--- config.mk ---
export PLATFORM = sky130hd
export DESIGN_NAME = coding_packer_arbiter
export DESIGN_NICKNAME = d
export VERILOG_FILES = /design/src/rtl/coding_packer_arbiter_pkg.sv /design/src/rtl/coding_packer_arbiter_rr.sv /design/src/rtl/coding_packer_arbiter.sv
export SDC_FILE = /design/constraint.sdc
export NUM_CORES = 1
export LEC_CHECK = 0
export ABC_CLOCK_PERIOD_IN_PS = 1500
export CAP_MARGIN = 10
export CORE_MARGIN = 2
export CORE_UTILIZATION = 20
export DETAILED_ROUTE_END_ITERATION = 7
export GPL_TIMING_DRIVEN = 0
export PLACE_DENSITY = 0.9
export REMOVE_ABC_BUFFERS = 1
export SYNTH_ARGS = -nofsm -noshare
export SYNTH_HDL_FRONTEND = slang
export SYNTH_SLANG_ARGS = --single-unit
export TNS_END_PERCENT = 20
--- constraint.sdc ---
create_clock -name clk -period 1.5 [get_ports clk]
set_input_delay 0.3 -clock clk [delete_from_list [all_inputs] [get_ports clk]]
set_output_delay 0.3 -clock clk [all_outputs]
set_load 0.03 [all_outputs]
--- src/rtl/coding_packer_arbiter_pkg.sv ---
// Shared types for the block-granular packer arbiter.
// State encoding, empty grant constant and statistics counter type.
package coding_packer_arbiter_pkg;

  typedef enum logic [2:0] {
    IDLE,
    GRANT0,
    GRANT1,
    FLUSH,
    WAIT
  } state_t;

  localparam logic [1:0] GRANT_NONE = 2'b00;

  localparam int STAT_WIDTH_DEF = 16;

  typedef logic [STAT_WIDTH_DEF-1:0] stat_t;

endpackage

--- src/rtl/coding_packer_arbiter_rr.sv ---
// Two-way round-robin grant decision with a registered priority pointer.
// The pointer moves past the requester whose block just ended.
module coding_packer_arbiter_rr
  import coding_packer_arbiter_pkg::*;
(
  input  logic       clk,
  input  logic       rst,
  input  logic [1:0] req,
  input  logic       done,
  input  logic       done_src,
  output logic [1:0] grant
);

  logic ptr;

  always_comb begin
    grant = GRANT_NONE;
    unique case (1'b1)
      (req == 2'b11): grant = ptr ? 2'b10 : 2'b01;
      (req == 2'b01): grant = 2'b01;
      (req == 2'b10): grant = 2'b10;
      default: ;
    endcase
  end

  always_ff @(posedge clk or negedge rst) begin
    if (!rst) begin
      ptr <= 1'b0;
    end else if (done) begin
      ptr <= ~done_src;
    end
  end

endmodule

--- src/rtl/coding_packer_arbiter.sv ---
// Shares one output packer between two code/length producers, one block at a time.
// Optional statistics counters: define CODING_PACKER_ARBITER_STATS_EN.
module coding_packer_arbiter
  import coding_packer_arbiter_pkg::*;
#(
  parameter int CODE_WIDTH    = 39,
  parameter int BIT_AMT_WIDTH = 6
`ifdef CODING_PACKER_ARBITER_STATS_EN
  ,
  parameter int STAT_WIDTH    = 16
`endif
) (
  input  logic                     clk,
  input  logic                     rst,
  input  logic [CODE_WIDTH-1:0]    input_0_code_data,
  input  logic [BIT_AMT_WIDTH-1:0] input_0_length_data,
  input  logic                     input_0_last,
  input  logic                     input_0_valid,
  output logic                     input_0_ready,
  input  logic [CODE_WIDTH-1:0]    input_1_code_data,
  input  logic [BIT_AMT_WIDTH-1:0] input_1_length_data,
  input  logic                     input_1_last,
  input  logic                     input_1_valid,
  output logic                     input_1_ready,
  output logic [CODE_WIDTH-1:0]    output_code_data,
  output logic [BIT_AMT_WIDTH-1:0] output_length_data,
  output logic                     output_valid,
  input  logic                     output_ready,
  output logic                     packer_flush,
  input  logic                     packer_flushed,
  output logic                     grant_source,
  output logic                     block_done
`ifdef CODING_PACKER_ARBITER_STATS_EN
  ,
  output logic [STAT_WIDTH-1:0]    stat_words_0,
  output logic [STAT_WIDTH-1:0]    stat_words_1,
  output logic [STAT_WIDTH-1:0]    stat_blocks_0,
  output logic [STAT_WIDTH-1:0]    stat_blocks_1
`endif
);

  state_t     state;
  logic [1:0] grant;
  logic       last_sel;
  logic       xfer;
  logic       blk_end;
  logic       flush_done;

  always_comb begin
    output_code_data   = '0;
    output_length_data = '0;
    output_valid       = 1'b0;
    input_0_ready      = 1'b0;
    input_1_ready      = 1'b0;
    last_sel           = 1'b0;
    unique case (state)
      GRANT0: begin
        output_code_data   = input_0_code_data;
        output_length_data = input_0_length_data;
        output_valid       = input_0_valid;
        input_0_ready      = output_ready;
        last_sel           = input_0_last;
      end
      GRANT1: begin
        output_code_data   = input_1_code_data;
        output_length_data = input_1_length_data;
        output_valid       = input_1_valid;
        input_1_ready      = output_ready;
        last_sel           = input_1_last;
      end
      default: ;
    endcase
  end

  assign xfer       = output_valid & output_ready;
  assign blk_end    = xfer & last_sel;
  assign flush_done = packer_flushed &
                      ((state == FLUSH) | (state == WAIT));

  coding_packer_arbiter_rr u_rr (
    .clk      (clk),
    .rst      (rst),
    .req      ({input_1_valid, input_0_valid}),
    .done     (blk_end),
    .done_src (grant_source),
    .grant    (grant)
  );

  always_ff @(posedge clk or negedge rst) begin
    if (!rst) begin
      state        <= IDLE;
      grant_source <= 1'b0;
      packer_flush <= 1'b0;
      block_done   <= 1'b0;
    end else begin
      block_done <= 1'b0;
      unique case (state)
        IDLE: begin
          if (grant != GRANT_NONE) begin
            state        <= grant[1] ? GRANT1 : GRANT0;
            grant_source <= grant[1];
          end
        end
        GRANT0, GRANT1: begin
          if (blk_end) begin
            state        <= FLUSH;
            packer_flush <= 1'b1;
          end
        end
        FLUSH, WAIT: begin
          // flush is held as a level until the packer acknowledges
          if (flush_done) begin
            state        <= IDLE;
            packer_flush <= 1'b0;
            block_done   <= 1'b1;
          end else begin
            state <= WAIT;
          end
        end
        default: state <= IDLE;
      endcase
    end
  end

`ifdef CODING_PACKER_ARBITER_STATS_EN
  always_ff @(posedge clk or negedge rst) begin
    if (!rst) begin
      stat_words_0  <= '0;
      stat_words_1  <= '0;
      stat_blocks_0 <= '0;
      stat_blocks_1 <= '0;
    end else begin
      if (xfer && !grant_source)
        stat_words_0 <= stat_words_0 + STAT_WIDTH'(1);
      if (xfer && grant_source)
        stat_words_1 <= stat_words_1 + STAT_WIDTH'(1);
      if (flush_done && !grant_source)
        stat_blocks_0 <= stat_blocks_0 + STAT_WIDTH'(1);
      if (flush_done && grant_source)
        stat_blocks_1 <= stat_blocks_1 + STAT_WIDTH'(1);
    end
  end
`endif

endmodule
### After elaboration in Yosys (flattened, before gate mapping)

Cells that the tools add are included.

* register bits after elaboration: 7
* input port bits: 98
* output and inout bits: 51
* logic and storage cells: 46

* equality and inequality tests: 10
* muxes and demuxes: 18
* bitwise logic cells: 5
* reductions and logical operators: 8

Operators with widths (number)
* case mux 39 bit (2 select lines): 1
* case mux 6 bit (2 select lines): 1
* 2-to-1 mux 3 bit: 3
* case mux 3 bit (3 select lines): 1
* == test 3 x 2 -> 1 bit, second input constant: 2
* 2-to-1 mux 1 bit: 6
* inequality test 2 bit, second input constant: 3
* case mux 1 bit (2 select lines): 3
* case mux 2 bit (3 select lines): 1
* == test 2 bit, second input constant: 2
* 2-to-1 mux 2 bit: 2
* AND reduction 2 bit: 2
* nonzero test 2 bit: 2
* OR reduction 2 bit: 2
* AND 1 bit: 3
* == test 3 x 1 -> 1 bit, second input constant: 1
* == test 3 bit, second input constant: 1
* zero test 3 bit: 1
* AND reduction 3 bit: 1
* == test 2 x 1 -> 1 bit, second input constant: 1
* inverter 1 bit: 1
* OR 1 bit: 1

### Logic depth before layout (Yosys ltp)

* depth in word-level cells: 6
* mapped depth: 6
* gate-level depth less buffers: 4

### By module

Synthesis repeated with hierarchy kept, for this count alone.

* cells, all modules: 99
* area, all modules: 944.7 um2

By module, submodules not included
* coding_packer_arbiter: instances 1, cells each 93, area an instance 892.1 um2, sequential area each 150.1 um2
* coding_packer_arbiter_rr: instances 1, cells each 6, area an instance 52.6 um2, sequential area each 25.0 um2

### Worst setup path before layout

No wires, ideal clock.

* path kind: reg-to-output
* start: reg state[2]
* end: out output_code_data[10]
* arrival time: 1407 ps
* data required time: 1200 ps
* slack: -207 ps
* cell stages (with the launch flop): 6
* path buffers: 3
* cells stage by stage: dfrtp_1 buf_6 nor3b_1 buf_2 buf_2 a22o_1

* cells in the longest elaborated chain, start to end: 2
* elaborated cells between the ends (all ways): 3
* classes of those cells: eq/ne: 2; mux: 1

Ends and longest elaborated chain
* start: declaration: RTL line coding_packer_arbiter.sv:42 `state_t state;`
* start signal: assignment: RTL line coding_packer_arbiter.sv:100 `state <= grant[1] ? GRANT1 : GRANT0;`
* == test 3 x 2 -> 1 bit or == test 3 x 1 -> 1 bit (tied branches): RTL line coding_packer_arbiter.sv:56 `unique case (state)`
* case mux 39 bit (2 select lines) (*): RTL line coding_packer_arbiter.sv:56
* end: declaration: RTL line coding_packer_arbiter.sv:25 `output logic [CODE_WIDTH-1:0] output_code_data,`

Every way passes the cells marked *; elsewhere a longest branch is shown, timed or not.

### Final worst setup path

* start: reg state[2]
* end: out output_code_data[26]

The elaborated chain is that of the path after synthesis.

==> impl_metrics.ini <==
[status]
outcome = complete, but fails checks
violations = setup timing

[timing]
skew_ns = 0.000429
tightest_slew_ns = 0.340
min_period_ns = 1.87
period_share_pct = 124
hold_violations = 0
rsz0062_at_grt = yes
setup_slack_ns = -0.366
max_slew_margin_pct = 77.3
fmax_mhz = 536
final-setup-viol-count = 49
slew_violations = 0

[critical_path]
crit_chain = nor3b_4, buf_6, buf_12, a22o_1, buf_6
cp-start-kind = register
cpMostUsedCell = buf_6
path_max_fanout = 17
crit_buf_inv = 3
critPathSlowestCell = dfrtp_2
r2r_cells = 5
crit_cells = 5
cp.required_ns = 1.20
crit_family = buffers and inverters
worstPathArrival_ns = 1.57
r2r_slack_ns = -0.06
reg2reg_to = u_rr.ptr
critPathCaptureType = output pin
critPathMaxStageDelay_ns = 0.45
r2r_start = state[0]
worstSetupPathType = register to output pin

[placement]
portBuffers = 148
dp_hpwl_um = 3710
place.gp.congestion = 0.801
dp.cells = 292

[pwr]
power_density_mw_per_mm2 = 2130
p_leak_nw = 1.24
peakVddDrop_mv = 1.20

[finish]
fillers = 334
drive_gt1_share_pct = 34.1
utilization_pct = 64.2
area_delta_synth_final_pct = 210
finalNonFillerCells = 319
nets = 366
antenna_cells = 0

[cts]
clk_path_buf_depth = 2
root_buffer = clkbuf_8
cts_buffers = 3
path_clk_slew_ns = 0.04
cts.sinks = 7
htree_levels = 1
cts_tree = done
clk_latency_ns = 0.22

[route]
via_per_inst = 4.94
drt_first_pass_iters = 4
drc = 0
wl_um = 4990
final_antenna_net_count = 0
drt-initial-drc-count = 45
via_count = 1577
avgRoutedWirePerCell_um = 15.6

[yosys]
synth_area_um2 = 895
synth_seq_cells = 7
seq_area_frac_synth_pct = 19.6
syn_avg_cell_area_um2 = 8.95
synth_cell_type_count = 27
synthArstFlopShare_pct = 100
synth_edf_count = 0
synth_cells = 100
ys.flop_type = dfrtp_1
ys_warn_count = 0

[floorplan]
rows = 24
initial_core_util_pct = 20.7
dieHeight_um = 70.9
die_x_um = 70.9
pin_count = 149
dieArea_mm2 = 0.00502
core_area_mm2 = 0.00432

[run]
max-cap-violations = 0

[global_routing]
antenna_found_initial = 0
grt_pass1_vias = 1605
track_usage_pct = 18.4
grt_pass1_wl_um = 7460
grt-ovfl-total = 0
grt_max_degree = 18

[min_path]
hold_class = input pin to asynchronous set/reset pin
-- power by group --
group | internal [mW] | total (mW) | switching [mW]
Clock | 0.184 | 0.262 | 0.0784
Combinational | 2.63 | 5.30 | 2.67
Sequential | 0.275 | 0.368 | 0.0937
-- Yosys cell counts, drive strengths merged (2+ instances only) --
| library cell | instances | share of area, % |
|---|---|---|
| a21oi | 4 | 2.2 |
| a22o | 45 | 44 |
| and2 | 2 | 1.4 |
| nand2b | 2 | 1.4 |
| nand3b | 3 | 2.5 |
| nand2 | 3 | 1.3 |
| inv | 3 | 1.3 |
| o21a | 2 | 1.7 |
| nor3b | 2 | 1.7 |
| buf | 12 | 9.1 |
| dfrtp | 7 | 20 |
| nor3 | 2 | 1.1 |
-- layer usage --
layer  part of all wire (%)  wire length, µm  track usage (%)  vias up
li1                       -                -                -      739
met1                     35             1730             19.7      734
met2                     53             2660             34.4       88
met3                    9.0              448             5.13       16
met4                    2.9              144             6.08        0
met5                      0                0                0        -
-- placed cells by master (no fill, tap or decap) --
cell	count
nor3b_4	2
and2_4	1
a22o_1	44
buf_6	53
a22o_4	1
clkdlybuf4s50_1	97
a21boi_0	1
dlymetal6s2s_1	1
nor2_1	1
o21a_1	2
dfrtp_1	4
mux2i_1	1
clkbuf_8	3
buf_8	1
nand2b_1	2
mux2_2	1
buf_4	18
and2_1	1
buf_12	2
o2111ai_1	1
a21o_2	1
and2b_2	1
nand2_1	2
inv_1	3
a211oi_1	1
dfrtp_2	3
clkbuf_1	1
nand3_1	1
nor3_1	2
nor2b_1	1
a21oi_1	4
buf_2	1
nand2_2	1
a2111oi_4	1
dlygate4sd2_1	2
clkbuf_16	1
nand3b_1	3
o21ai_0	1
-- flip-flops by register name, summed over array words and instances, names as in the netlist --
| name | flops |
|---|---|
| block_done | 1 |
| grant_source | 1 |
| packer_flush | 1 |
| state | 3 |
| u_rr.ptr | 1 |
-- through the flow --
stage	total power [mW]	instance area [µm²]	hold WS, ns	TNS, ns	setup slack, ns
global route	6.20	2780	0.356	-18.70	-0.419
global placement	2.96	2360	0.471	-212.13	-4.45
finish	5.93	2780	0.333	-16.01	-0.366
detailed placement	4.73	2420	0.486	-63.92	-1.54
floorplan	2.42	810	0.00441	-119.76	-2.50
CTS	5.63	2670	0.338	-14.87	-0.390
-- cells by family after synthesis --
logic type	share of synthesized area, %
compound gates	55.2
buf+inv	10.8
flops	19.6
mux	2.38
simple gates	12.0
-- cell type report --
cell class                      count  area (µm²)  share of cell area, %
Clock buffer                        4        45.0                   1.62
Multi-Input combinational cell     77         659                   23.7
Timing Repair Buffer              176        1820                   65.5
Inverter                            3        11.3                  0.405
Sequential cell                     7         179                   6.44
Tap cell                           52        65.1                   2.34
-- worst max-delay path by stage --
| stage | to | slack [ns] | start |
|---|---|---|---|
| after floorplan | output_code_data[0] | -2.50 | state[1] |
| after global placement | output_code_data[29] | -4.45 | state[1] |
| after detailed placement | output_code_data[26] | -1.54 | state[1] |
| after CTS | output_code_data[26] | -0.39 | state[2] |
| after global routing | output_code_data[23] | -0.42 | state[2] |
| final | output_code_data[26] | -0.37 | state[2] |
-- worst reg2reg max path, cell delays in order, from the launching register on --
cell       delay, ns
dfrtp_2         0.43
buf_6           0.14
and2b_2         0.23
nand2_2         0.07
a2111oi_4       0.36
mux2i_1         0.23
-- timing repair --
action | CTS | global route
hold buffers | 0 | 0
gates resized for setup | 346 | 11
setup buffers | 16 | 5
pin swaps | 26 | 11
setup endpoints to repair | 51 | 51
gates cloned | 0 | 3
(Power assumes the default switching activity.)
